### config.mk
export PLATFORM = sky130hd
export DESIGN_NAME = seq_restoring_divider_flat
export DESIGN_NICKNAME = d
export VERILOG_FILES = /design/src/rtl/seq_restoring_divider_if.sv /design/src/rtl/seq_restoring_divider.sv /design/src/flat_wrapper.sv
export SDC_FILE = /design/constraint.sdc
export NUM_CORES = 1
export LEC_CHECK = 0
export CAP_MARGIN = 15
export CORE_MARGIN = 3
export CORE_UTILIZATION = 40
export CTS_BUF_LIST = sky130_fd_sc_hd__clkbuf_4
export CTS_CLUSTER_DIAMETER = 120
export CTS_CLUSTER_SIZE = 14
export DETAILED_ROUTE_END_ITERATION = 6
export GPL_TIMING_DRIVEN = 1
export PLACE_DENSITY = 0.7
export SLEW_MARGIN = 30
export SYNTH_ARGS = -nofsm -noshare
export SYNTH_HDL_FRONTEND = slang
export SYNTH_SLANG_ARGS = --single-unit
### constraint.sdc
create_clock -name clk -period 2.95 [get_ports clk]
set_input_delay 0.295 -clock clk [delete_from_list [all_inputs] [get_ports clk]]
set_output_delay 0.295 -clock clk [all_outputs]
set_load 0.02 [all_outputs]
### src/rtl/seq_restoring_divider_if.sv
`default_nettype none
// ============================================================================
// Module      : seq_restoring_divider_if
// Description : Start/busy/done handshake and operand/result bundle for the
//               sequential restoring divider.
// Revision    : 1.0 - initial release
// ============================================================================
interface seq_restoring_divider_if #(
    parameter int W = 16
);
    logic           start;
    logic [2*W-1:0] dividend;
    logic [W-1:0]   divisor;
    logic [W-1:0]   q;
    logic [W-1:0]   r;
    logic           busy;
    logic           done;
    logic           div_zero;
    logic           ovf;

    modport master (
        output start, dividend, divisor,
        input  q, r, busy, done, div_zero, ovf
    );

    modport slave (
        input  start, dividend, divisor,
        output q, r, busy, done, div_zero, ovf
    );
endinterface
`default_nettype wire

### src/rtl/seq_restoring_divider.sv
`default_nettype none
// ============================================================================
// Module      : seq_restoring_divider
// Description : Unsigned 2W/W restoring divider, one quotient bit per clock.
// Revision    : 1.0 - initial release
// ============================================================================
module seq_restoring_divider #(
    parameter int W = 16
) (
    input  wire logic              clk,
    input  wire logic              rst,
    seq_restoring_divider_if.slave bus
);
    localparam int            CW     = $clog2(2*W);
    localparam logic [CW-1:0] C_LAST = CW'(2*W-1);

    localparam logic [1:0] S_IDLE = 2'd0;
    localparam logic [1:0] S_RUN  = 2'd1;
    localparam logic [1:0] S_FIN  = 2'd2;

    logic [1:0]     r_state;
    logic [CW-1:0]  r_cnt;
    logic [2*W-1:0] r_dvd;
    logic [W-1:0]   r_dvs;
    logic [W-1:0]   r_p;
    logic [W-1:0]   r_q;
    logic [W-1:0]   r_r;
    logic           r_busy;
    logic           r_done;
    logic           r_div_zero;
    logic           r_ovf;

    logic [W:0]     w_p_shift;
    logic [W-1:0]   w_p_sub;
    logic [W-1:0]   w_p_next;
    logic           w_qbit;

    // The restored remainder is always below the divisor, so it fits in W
    // bits; only the shifted value needs the extra carry bit for the compare.
    assign w_p_shift = {r_p, r_dvd[2*W-1]};
    assign w_qbit    = (w_p_shift >= {1'b0, r_dvs});
    assign w_p_sub   = w_p_shift[W-1:0] - r_dvs;
    assign w_p_next  = w_qbit ? w_p_sub : w_p_shift[W-1:0];

    always_ff @(posedge clk) begin
        if (rst) begin
            r_state    <= S_IDLE;
            r_cnt      <= '0;
            r_dvd      <= '0;
            r_dvs      <= '0;
            r_p        <= '0;
            r_q        <= '0;
            r_r        <= '0;
            r_busy     <= 1'b0;
            r_done     <= 1'b0;
            r_div_zero <= 1'b0;
            r_ovf      <= 1'b0;
        end else begin
            r_done <= 1'b0;
            case (r_state)
                S_IDLE: begin
                    if (bus.start) begin
                        r_dvd <= bus.dividend;
                        r_dvs <= bus.divisor;
                        if (bus.divisor == '0) begin
                            r_q        <= '1;
                            r_r        <= bus.dividend[W-1:0];
                            r_div_zero <= 1'b1;
                            r_ovf      <= 1'b0;
                            r_state    <= S_FIN;
                        end else if (bus.dividend[2*W-1:W] >= bus.divisor) begin
                            r_q        <= '1;
                            r_r        <= '0;
                            r_div_zero <= 1'b0;
                            r_ovf      <= 1'b1;
                            r_state    <= S_FIN;
                        end else begin
                            r_div_zero <= 1'b0;
                            r_ovf      <= 1'b0;
                            r_p        <= '0;
                            r_cnt      <= '0;
                            r_busy     <= 1'b1;
                            r_state    <= S_RUN;
                        end
                    end
                end
                S_RUN: begin
                    // Dividend bits shift out the top while quotient bits
                    // shift in at the bottom of the same register.
                    r_p   <= w_p_next;
                    r_dvd <= {r_dvd[2*W-2:0], w_qbit};
                    r_cnt <= r_cnt + CW'(1);
                    if (r_cnt == C_LAST) begin
                        r_q     <= {r_dvd[W-2:0], w_qbit};
                        r_r     <= w_p_next;
                        r_state <= S_FIN;
                    end
                end
                S_FIN: begin
                    r_done  <= 1'b1;
                    r_busy  <= 1'b0;
                    r_state <= S_IDLE;
                end
                default: begin
                    r_state <= S_IDLE;
                end
            endcase
        end
    end

    assign bus.q        = r_q;
    assign bus.r        = r_r;
    assign bus.busy     = r_busy;
    assign bus.done     = r_done;
    assign bus.div_zero = r_div_zero;
    assign bus.ovf      = r_ovf;
endmodule
`default_nettype wire

### src/flat_wrapper.sv
// flat-port wrapper written by rule: the top's interface ports become plain ports
module seq_restoring_divider_flat 
#(
    parameter int W = 16
)
  (clk, rst, bus_start, bus_dividend, bus_divisor, bus_q, bus_r, bus_busy, bus_done, bus_div_zero, bus_ovf);
  seq_restoring_divider_if #(.W(W)) bus_i ();
  input  wire logic clk;
  input  wire logic rst;
  input wire logic [$bits(bus_i.start)-1:0] bus_start;
  input wire logic [$bits(bus_i.dividend)-1:0] bus_dividend;
  input wire logic [$bits(bus_i.divisor)-1:0] bus_divisor;
  output wire logic [$bits(bus_i.q)-1:0] bus_q;
  output wire logic [$bits(bus_i.r)-1:0] bus_r;
  output wire logic [$bits(bus_i.busy)-1:0] bus_busy;
  output wire logic [$bits(bus_i.done)-1:0] bus_done;
  output wire logic [$bits(bus_i.div_zero)-1:0] bus_div_zero;
  output wire logic [$bits(bus_i.ovf)-1:0] bus_ovf;
  assign bus_i.start = bus_start;
  assign bus_i.dividend = bus_dividend;
  assign bus_i.divisor = bus_divisor;
  assign bus_q = bus_i.q;
  assign bus_r = bus_i.r;
  assign bus_busy = bus_i.busy;
  assign bus_done = bus_i.done;
  assign bus_div_zero = bus_i.div_zero;
  assign bus_ovf = bus_i.ovf;
  seq_restoring_divider #(.W(W)) u_core (.clk(clk), .rst(rst), .bus(bus_i));
endmodule
==> metrics, run 1 <==
cell taking the most area after synthesis=dfxtp_1; fraction of layout cells with a size suffix above 1=10.1%; number of DRC markers in iteration 0=388; post-placement cell count=992; Clk pwr share=18.0%; pwr dens=628 nW/um^2; syn_area_per_cell=7.74 sq um; unrepaired setup endpoints after global routing=false; worst slack, placed=0.0707 ns; NumNets Final=911; Core ar.=14000 sq um; Slew Viols, Final=0; Sw Ratio=38.7%; worst-path maximum fanout=9; final WL=15.3 mm; Synth cell types=62; Routed WL per cell=15.2 microns; # IOs=87; area of the die=16000 sq um; Worst Setup Start Kind=flip-flop; H-tree level count=3; compound-cell area share of the yosys netlist=23.2%; final design utilization=50.8%; vias in the first global route=5313; Clock Sinks=107; Slew @ Worst Pin=0.890 ns; multiplexer share of the synthesized area=0%; Hold Path Cell Cnt=2; drt pass-1 iters=5; type of the worst min-delay path=in2reg; post-synthesis xor/xnor area fraction=1.66%; Post-synth EDFFs=0; Syn Std Cell Area=5810 sq um; most frequent CP cell=a21oi_2; Hold Startpoint=rst; PnR Total Power=4.48 mW; Cell Rows=43; CP Buf/Inv Count=1; GRT Util Overall=19.2%; outcome=finished, final reports clean; initial core utilization=41.4%; slowest cell delay on critical path=0.44 ns; initial antenna violation count=0; Most used DFF post-synth=dfxtp_1; Clock Skew=0.0187 ns; Chip Width=127 microns; design area=7130 sq um; Final Non-Filler Cells=1010; area share of the largest cell type after synthesis=36.9%; Worst-Skew Late Latency=0.50 ns; post-synthesis simple-gate area fraction=24.4%; clk slew on worst S/H paths=0.18 ns; slowest cell on the critical path=a21oi_2; routability congestion estimate=0.889; Final Hold Fails=0; NetSw=1.73 mW; crit-path cells=inv_1 > ha_1 > a21o_1 > a21oi_2 > and2_1 > a31o_2 > a21oi_2 > a2bb2oi_1 > a311oi_1; sequential share of power=39.0%; largest cells by area after synthesis=dfxtp_1 37%, nand2_1 9.2%, ha_1 7.3%; delay-heaviest family, CP=compound AO/OA/AOI/OAI gates; Layout area overhead=22.7%; Congestion Overflow GR=0; critical path class=reg2reg; CTS tree=built; asr flop ratio synth=0%; Yosys reg bits=107; total negative setup slack=0 ns; beginning of the critical path=u_core.r_dvs[10]; final cycle utilization of the critical path=93.9%; Final HPWL DP=11.4 mm; largest net degree at the start of global routing=92; critical path depth in cells=9; CTS max path bufs=2; top cells by count, synth=143 x nand2_1, 107 x dfxtp_1, 88 x nor2_1; cts bufs inserted=9; Adder-Cell Fraction of Synth Area=7.67%; data required time of the worst path=3.32 ns; vias=5515; Clock Tree Root=clkbuf_4; Final min period=2.77 ns; Slew HR=40.6%; ANT cells=0; Worst EP arrival=3.14 ns; Final WS setup=0.180 ns; Syn Inst Count=751; syn_nets=837; most common cell in the netlist=nand2_1; internal power=2.75 mW; Gate power share=43.1%; final setup fails=0; reg-to-reg critical path startpoint=u_core.r_dvs[10]; Lkg Pwr=2.80 nW; R2R cell count=9; placed inst area=6920 sq um; Hold Worst Slack=0.275 ns; number of port buffers=86; max_cap viols=0; f_max=361 MHz; die height=127 microns; Worst setup EP type=flip-flop; DRT antenna net count=0; Ys Warns=0; first-pass GRT wire length=25.6 mm; Vias/cell=5.46; largest family of logic cells by synthesized area=simple AND/OR/NAND/NOR gates; Peak VDD IR=0.246 mV; Hold-fix buffers, CTS=0; DRC violations left=0; post-synthesis sequential area ratio=36.9%
## logic make-up (layout without fill, tap and decap cells)
| logic type | Yosys count | count (layout) |
|---|---|---|
| AOI/OAI and AO/OA | 188 | 188 |
| and+or+nand+nor | 319 | 319 |
| DFF | 107 | 107 |
| buffers and inverters | 91 | 170 |
| adders and majority gates | 35 | 35 |
| xor gates and xnor gates | 11 | 11 |
## registers in the layout, summed over array words and instances (netlist names)
| name | flops |
|---|---|
| u_core.r_dvd | 32 |
| u_core.bus.q | 16 |
| u_core.bus.r | 16 |
| u_core.r_dvs | 16 |
| u_core.r_p | 16 |
| u_core.r_cnt | 5 |
| u_core.r_state | 2 |
| u_core.bus.busy | 1 |
| u_core.bus.div_zero | 1 |
| u_core.bus.done | 1 |
| u_core.bus.ovf | 1 |
## worst paths after layout
check	slack, ns	end
worst max-delay path	0.18	u_core.bus.r[11]
worst min-delay path	0.27	u_core.r_dvd[1]
worst max register to register	0.18	u_core.bus.r[11]
worst min register to register	0.47	u_core.r_dvs[11]
## cell usage in the layout, fill, tap and decap left out, types with 7 or more instances in the layout
| cell | n |
|---|---|
| nor2_1 | 86 |
| nor4_1 | 21 |
| o21ai_0 | 19 |
| xor2_1 | 7 |
| clkdlybuf4s50_1 | 85 |
| ha_1 | 32 |
| inv_1 | 39 |
| clkbuf_4 | 9 |
| a21o_1 | 11 |
| nand2_1 | 143 |
| a311oi_1 | 45 |
| nor3_1 | 19 |
| and3_2 | 10 |
| a21oi_1 | 51 |
| dfxtp_1 | 106 |
| a21boi_0 | 9 |
| buf_4 | 27 |
## layout make-up
cell class              count  area [sq um]
flip-flops and latches    107          2140
clock inverters             7          83.8
clock buffers               9          67.6
inverters                  40           150
multi-input cells         553          3370
repair buffers            114          1090
well taps                 180           225
fillers                  1344          6910
## worst reg2reg max path, cell delays in order, from the launching register on
cell and delay, ns:
dfxtp_1 0.36, inv_1 0.06, ha_1 0.42, a21o_1 0.20
a21oi_2 0.09, and2_1 0.22, a31o_2 0.30, a21oi_2 0.44
a2bb2oi_1 0.42, a311oi_1 0.15
## what timing repair did
| action | 4_1_cts | 5_1_grt |
|---|---|---|
| endpoints found under the hold margin | 0 | 0 |
| gates resized for setup | 0 | 9 |
| setup buffers | 0 | 1 |
| endpoints found under the setup margin | 0 | 6 |
## power by group through the flow
stage | logic (mW) | registers (mW) | clock network, mW
final | 1.93 | 1.74 | 0.804
after global routing | 2.13 | 1.77 | 0.882
after CTS | 1.88 | 1.74 | 0.828
after detailed placement | 1.87 | 1.78 | 0
after global placement | 1.86 | 1.77 | 0
after floorplan | 1.24 | 1.82 | 0
## routing by layer
metal | vias to the layer above | GRT usage, % | share of wire, %
li1 | 2807 | - | -
met1 | 2560 | 26.3 | 48
met4 | 0 | 5.43 | 1.5
met2 | 127 | 30.5 | 46
met5 | - | 0 | 0
met3 | 21 | 4.08 | 5.1
No activity file was read; power rests on OpenSTA's default activity.
==> inputs of run 2 (changes only) <==
--- a/config.mk
+++ b/config.mk
@@ -7,4 +7,5 @@
 export LEC_CHECK = 0
 export CAP_MARGIN = 15
+export CORE_ASPECT_RATIO = 0.5
 export CORE_MARGIN = 3
 export CORE_UTILIZATION = 40
==> constraint.sdc (replaced) <==
create_clock -name clk -period 2.95 [get_ports clk]
set_input_delay 0.59 -clock clk [delete_from_list [all_inputs] [get_ports clk]]
set_output_delay 0.59 -clock clk [all_outputs]
set_load 0.02 [all_outputs]
==> metrics, run 2 (synthesized netlist as in run 1, its figures left out) <==
post-placement cell count=1016 (+2.4%); CP Buf/Inv Count=1 (unchanged); area of the die=16100 sq um (+0.55%); largest net degree at the start of global routing=66 (-28%); Congestion Overflow GR=0 (unchanged); most frequent cells in the layout=143 x nand2_1, 107 x dfxtp_1, 86 x nor2_1; Final Hold Fails=0 (unchanged); max_cap viols=0 (unchanged); Lkg Pwr=2.86 nW (+1.9%); Layout area overhead=24.1%; NumNets Final=922 (+1.2%); routability congestion estimate=0.892 (+0.30%); worst-path maximum fanout=9 (unchanged); final WL=16.3 mm (+6.4%); reg-to-reg critical path startpoint=u_core.r_dvs[10]; final cycle utilization of the critical path=97.4% (+3.5 points); max reg flops=32 (unchanged); total negative setup slack=0 ns (unchanged); # IOs=87 (unchanged); fraction of layout cells with a size suffix above 1=10.5% (+0.34 points); delay-heaviest family, CP=compound AO/OA/AOI/OAI gates; Slew Viols, Final=0 (unchanged); Slew @ Worst Pin=0.695 ns (-0.196 ns); worst r2r dst=u_core.bus.r[11]; Vias/cell=5.47 (+0.15%); critical path depth in cells=9 (unchanged); ANT cells=0 (unchanged); Peak VDD IR=0.276 mV (+12%); pwr dens=618 nW/um^2 (-1.6%); Core ar.=13900 sq um (-1.1%); crit path to=u_core.bus.r[11]; Clock Skew=0.0324 ns (+0.0137 ns); GRT Util Overall=20.3% (+1.1 points); Routed WL per cell=15.8 microns (+4.0%); data required time of the worst path=3.27 ns (-0.05 ns); H-tree level count=3 (unchanged); critical path class=reg2reg; unrepaired setup endpoints after global routing=true; number of port buffers=86 (unchanged); Final HPWL DP=12.4 mm (+9.1%); Worst Setup Start Kind=flip-flop; Slew HR=53.7% (+13 points); number of fill cells=1348 (+0.30%); final design utilization=51.9% (+1.2 points); slowest cell on the critical path=a2bb2oi_1; crit-path cells=inv_1 > ha_1 > a21o_1 > a21oi_2 > a31o_2 > a31o_2 > a21oi_2 > a2bb2oi_1 > a311oi_1; initial core utilization=41.8% (+0.46 points); outcome=finished, final reports clean; Worst setup EP type=flip-flop; Worst EP arrival=3.20 ns (+0.06 ns); cts bufs inserted=9 (unchanged); final setup fails=0 (unchanged); Largest Register=u_core.r_dvd; die height=91.2 microns (-28%); beginning of the critical path=u_core.r_dvs[10]; Clock Tree Root=clkbuf_4; number of DRC markers in iteration 0=435 (+12%); drt pass-1 iters=4 (-1); R2R setup slack=0.08 ns (-0.10 ns); initial antenna violation count=0 (unchanged); f_max=348 MHz (-3.6%); Clock Sinks=107 (unchanged); Final Non-Filler Cells=1033 (+2.3%); vias in the first global route=5368 (+1.0%); DRT antenna net count=0 (unchanged); Final min period=2.87 ns (+0.102 ns); CTS tree=built; Chip Width=176 microns (+39%); clk slew on worst S/H paths=0.16 ns (-0.02 ns); CTS max path bufs=2 (unchanged); Worst-Skew Late Latency=0.47 ns (-0.03 ns); vias=5649 (+2.4%); R2R cell count=9 (unchanged); DRC violations left=0 (unchanged); slowest cell delay on critical path=0.50 ns (+0.06 ns); leading cell type in the layout, fill and taps excluded=nand2_1; Cell Rows=30 (-30%); type of the worst min-delay path=reg2reg; first-pass GRT wire length=26.9 mm (+5.0%)
## run 2: how the worst min path moves through the flow
stage | from | cells after the start | slack (ns) | to
2_1_floorplan | u_core.r_p[15] | 2 | 0.44 | u_core.r_p[15]
3_3_place_gp | u_core.r_dvs[5] | 2 | 0.44 | u_core.r_dvs[5]
3_5_place_dp | u_core.r_dvs[3] | 2 | 0.45 | u_core.r_dvs[3]
4_1_cts | u_core.r_dvs[3] | 2 | 0.47 | u_core.r_dvs[3]
5_1_grt | u_core.r_dvs[1] | 2 | 0.48 | u_core.r_dvs[1]
6_report | u_core.r_dvs[3] | 2 | 0.47 | u_core.r_dvs[3]
## run 2: layout make-up
class / count / area, sq um / area share [%]
Sequential cell: 107 / 2140 / 29.7
Inverter: 40 / 150 / 2.08
Timing Repair Buffer: 125 / 1190 / 16.5
Multi-Input combinational cell: 553 / 3340 / 46.4
Clock buffer: 10 / 75.1 / 1.04
Tap cell: 192 / 240 / 3.33
Clock inverter: 6 / 72.6 / 1.01
## run 2: power breakdown
part           switching, mW  internal [mW]  total, mW
combinational           1.09          0.842       1.94
sequential             0.122           1.62       1.74
clock                  0.497          0.279      0.777
total                   1.71           2.74       4.46
## run 2: per-stage QoR
step	hold slack [ns]	area (sq um)	setup WS, ns	total power, mW
floorplan	0.436	5810	0.503	3.06
global placement	0.443	7040	-0.0648	3.59
detailed placement	0.447	7040	-0.132	3.63
CTS	0.468	7190	0.162	4.42
global route	0.484	7210	-0.00903	4.76
finish	0.465	7210	0.0777	4.46
## run 2: worst min-delay path, delay by kind of cell, from the launching register on
family	cells	cell delay, ns
flip-flops	1	0.34
AND/OR/NAND/NOR	1	0.05
AO/OA/AOI/OAI	1	0.05
## run 2: per-layer routing
metal	vias to the layer above	GRT usage [%]	wire length (microns)
li1	2819	-	-
met1	2648	30.5	8250
met2	161	29.1	6670
met3	21	4.47	1080
met4	0	5.36	277
met5	-	0	0
## run 2: what timing repair did
item,CTS,global route
endpoints found under the setup margin,1,9
setup buffers,0,1
cloned,0,0
resized for setup,1,3
pin swaps,0,2
hold buffers,0,0
==> inputs of run 3 (changes only) <==
clock period = 2.9 ns   (was 2.95 ns; I/O delays follow)
==> metrics, run 3 (synthesized netlist as in run 1, its figures left out) <==
outcome=finished, final reports clean; Vias/cell=5.44 (-0.50%); slowest cell on the critical path=a21oi_2; Hold Worst Slack=0.472 ns (+0.00648 ns); type of the worst min-delay path=reg2reg; Clock Sinks=107 (unchanged); Peak VDD IR=0.241 mV (-13%); routability congestion estimate=0.880 (-1.3%); worst slack, placed=-0.201 ns (-0.0694 ns); number of port buffers=86 (unchanged); met2 Track Usage GR=29.1% (-0.032 points); GR Layer Usage met3=4.72% (+0.25 points); R2R cell count=8 (-1); number of fill cells=1362 (+1.0%); pwr dens=621 nW/um^2 (+0.55%); die height=91.2 microns (unchanged); area of the die=16100 sq um (unchanged); unrepaired setup endpoints after global routing=false; final WL=16.0 mm (-1.7%); Clock Skew=0.0213 ns (-0.0111 ns); Worst EP arrival=3.13 ns (-0.07 ns); f_max=366 MHz (+5.1%); Chip Width=176 microns (unchanged); worst-path maximum fanout=9 (unchanged); slowest cell delay on critical path=0.43 ns (-0.07 ns); Worst setup EP type=flip-flop; Hold Path Cell Cnt=2 (unchanged); # IOs=87 (unchanged); fraction of layout cells with a size suffix above 1=11.5% (+1.1 points); ANT cells=0 (unchanged); GR peak layer=met1; most frequent cells in the layout=143 x nand2_1, 107 x dfxtp_1, 86 x nor2_1; NumNets Final=930 (+0.87%); first-pass GRT wire length=26.4 mm (-1.9%); final cycle utilization of the critical path=94.2% (-3.1 points); Routed WL per cell=15.4 microns (-2.5%); DRC violations left=0 (unchanged); delay-heaviest family, CP=compound AO/OA/AOI/OAI gates; clk slew on worst S/H paths=0.17 ns (about the same); post-placement cell count=1025 (+0.89%); reg-to-reg critical path startpoint=u_core.r_dvs[10]; WHS Endpoint=u_core.r_dvs[7]; final design utilization=52.2% (+0.31 points); Slew @ Worst Pin=0.696 ns (+0.000831 ns); multi-input combinational cell area=3350 sq um (about the same); PnR Total Power=4.51 mW (+1.1%); Slew HR=53.6% (-0.055 points); design area=7260 sq um (+0.59%); leading cell type in the layout, fill and taps excluded=nand2_1; Final min period=2.73 ns (-0.140 ns); DRT antenna net count=0 (unchanged); number of DRC markers in iteration 0=335 (-23%); CTS tree=built; Layout area overhead=24.9%; drt pass-1 iters=5 (+1); postcts setup bufs=0 (unchanged); Final Non-Filler Cells=1041 (+0.77%); Hold Startpoint=u_core.r_dvs[7]; GRT Util Overall=20.0% (-0.28 points); CTS max path bufs=2 (unchanged); Clock Tree Root=clkbuf_4; Lkg Pwr=2.88 nW (+0.89%); worst r2r dst=u_core.bus.r[9]; Final WS setup=0.167 ns (+0.0896 ns); initial antenna violation count=0 (unchanged); Final HPWL DP=12.4 mm (about the same); Worst Setup Start Kind=flip-flop; Final Hold Fails=0 (unchanged); critical path class=reg2reg; cts bufs inserted=9 (unchanged); Cell Rows=30 (unchanged); R2R setup slack=0.17 ns (+0.09 ns); max reg flops=32 (unchanged); data required time of the worst path=3.30 ns (+0.03 ns); placed inst area=7100 sq um (+0.96%); Hold-fix buffers, CTS=0 (unchanged); max_cap viols=0 (unchanged); H-tree level count=3 (unchanged); Largest Register=u_core.r_dvd; met1 GRT Util=29.9% (-0.52 points); largest net degree at the start of global routing=66 (unchanged); total negative setup slack=0 ns (unchanged); crit-path cells=inv_1 > ha_1 > nand3_1 > nor4_1 > and2b_4 > a21oi_2 > a31oi_1 > a311oi_1; Core ar.=13900 sq um (unchanged); FF+latch area=2140 sq um (unchanged); vias=5664 (+0.27%); vias in the first global route=5242 (-2.3%); Slew Viols, Final=0 (unchanged); final setup fails=0 (unchanged); CP Buf/Inv Count=1 (unchanged); Congestion Overflow GR=0 (unchanged); initial core utilization=41.8% (unchanged); Worst-Skew Late Latency=0.47 ns (about the same)
## run 3: how the worst max path moves through the flow
stage               slack [ns]                to              from  cells after the start
floorplan                 0.46  u_core.bus.r[15]    bus_divisor[6]                     10
global placement         -0.11   u_core.bus.r[0]    bus_divisor[6]                     12
detailed placement       -0.20   u_core.r_cnt[1]    bus_divisor[6]                     11
CTS                       0.09  u_core.bus.r[10]   u_core.r_dvs[0]                     11
global route             0.007   u_core.bus.r[8]  u_core.r_dvs[14]                     10
finish                    0.17   u_core.bus.r[9]  u_core.r_dvs[10]                      8
## run 3: repair_timing
action,CTS,global route
resized for setup,0,4
hold endpoints to repair,0,0
endpoints found under the setup margin,0,4
## run 3: final cells by class
type                    instances  area share, %
multi-input cells             553           46.1
flip-flops and latches        107           29.5
repair buffers                133           17.0
well taps                     192           3.31
inverters                      40           2.07
clock buffers                  10           1.03
clock inverters                 6          0.897
## run 3: report_power, final
| part | leakage (nW) | switching [mW] | internal [mW] |
|---|---|---|---|
| Clock | 0.0720 | 0.495 | 0.275 |
| Combinational | 1.93 | 1.10 | 0.873 |
| Sequential | 0.880 | 0.119 | 1.65 |
| Total | 2.88 | 1.71 | 2.80 |
## run 3: layer usage
| layer | vias up | share of wire [%] |
|---|---|---|
| met5 | - | 0 |
| met1 | 2643 | 51 |
| li1 | 2853 | - |
| met2 | 151 | 42 |
| met3 | 17 | 6.4 |
| met4 | 0 | 0.98 |
## run 3: tightest hold or removal path: cells and delay by family, from the launching register on
kind,cells,cell delay (ns)
flip-flops,1,0.34
AO/OA/AOI/OAI,1,0.05
AND/OR/NAND/NOR,1,0.05
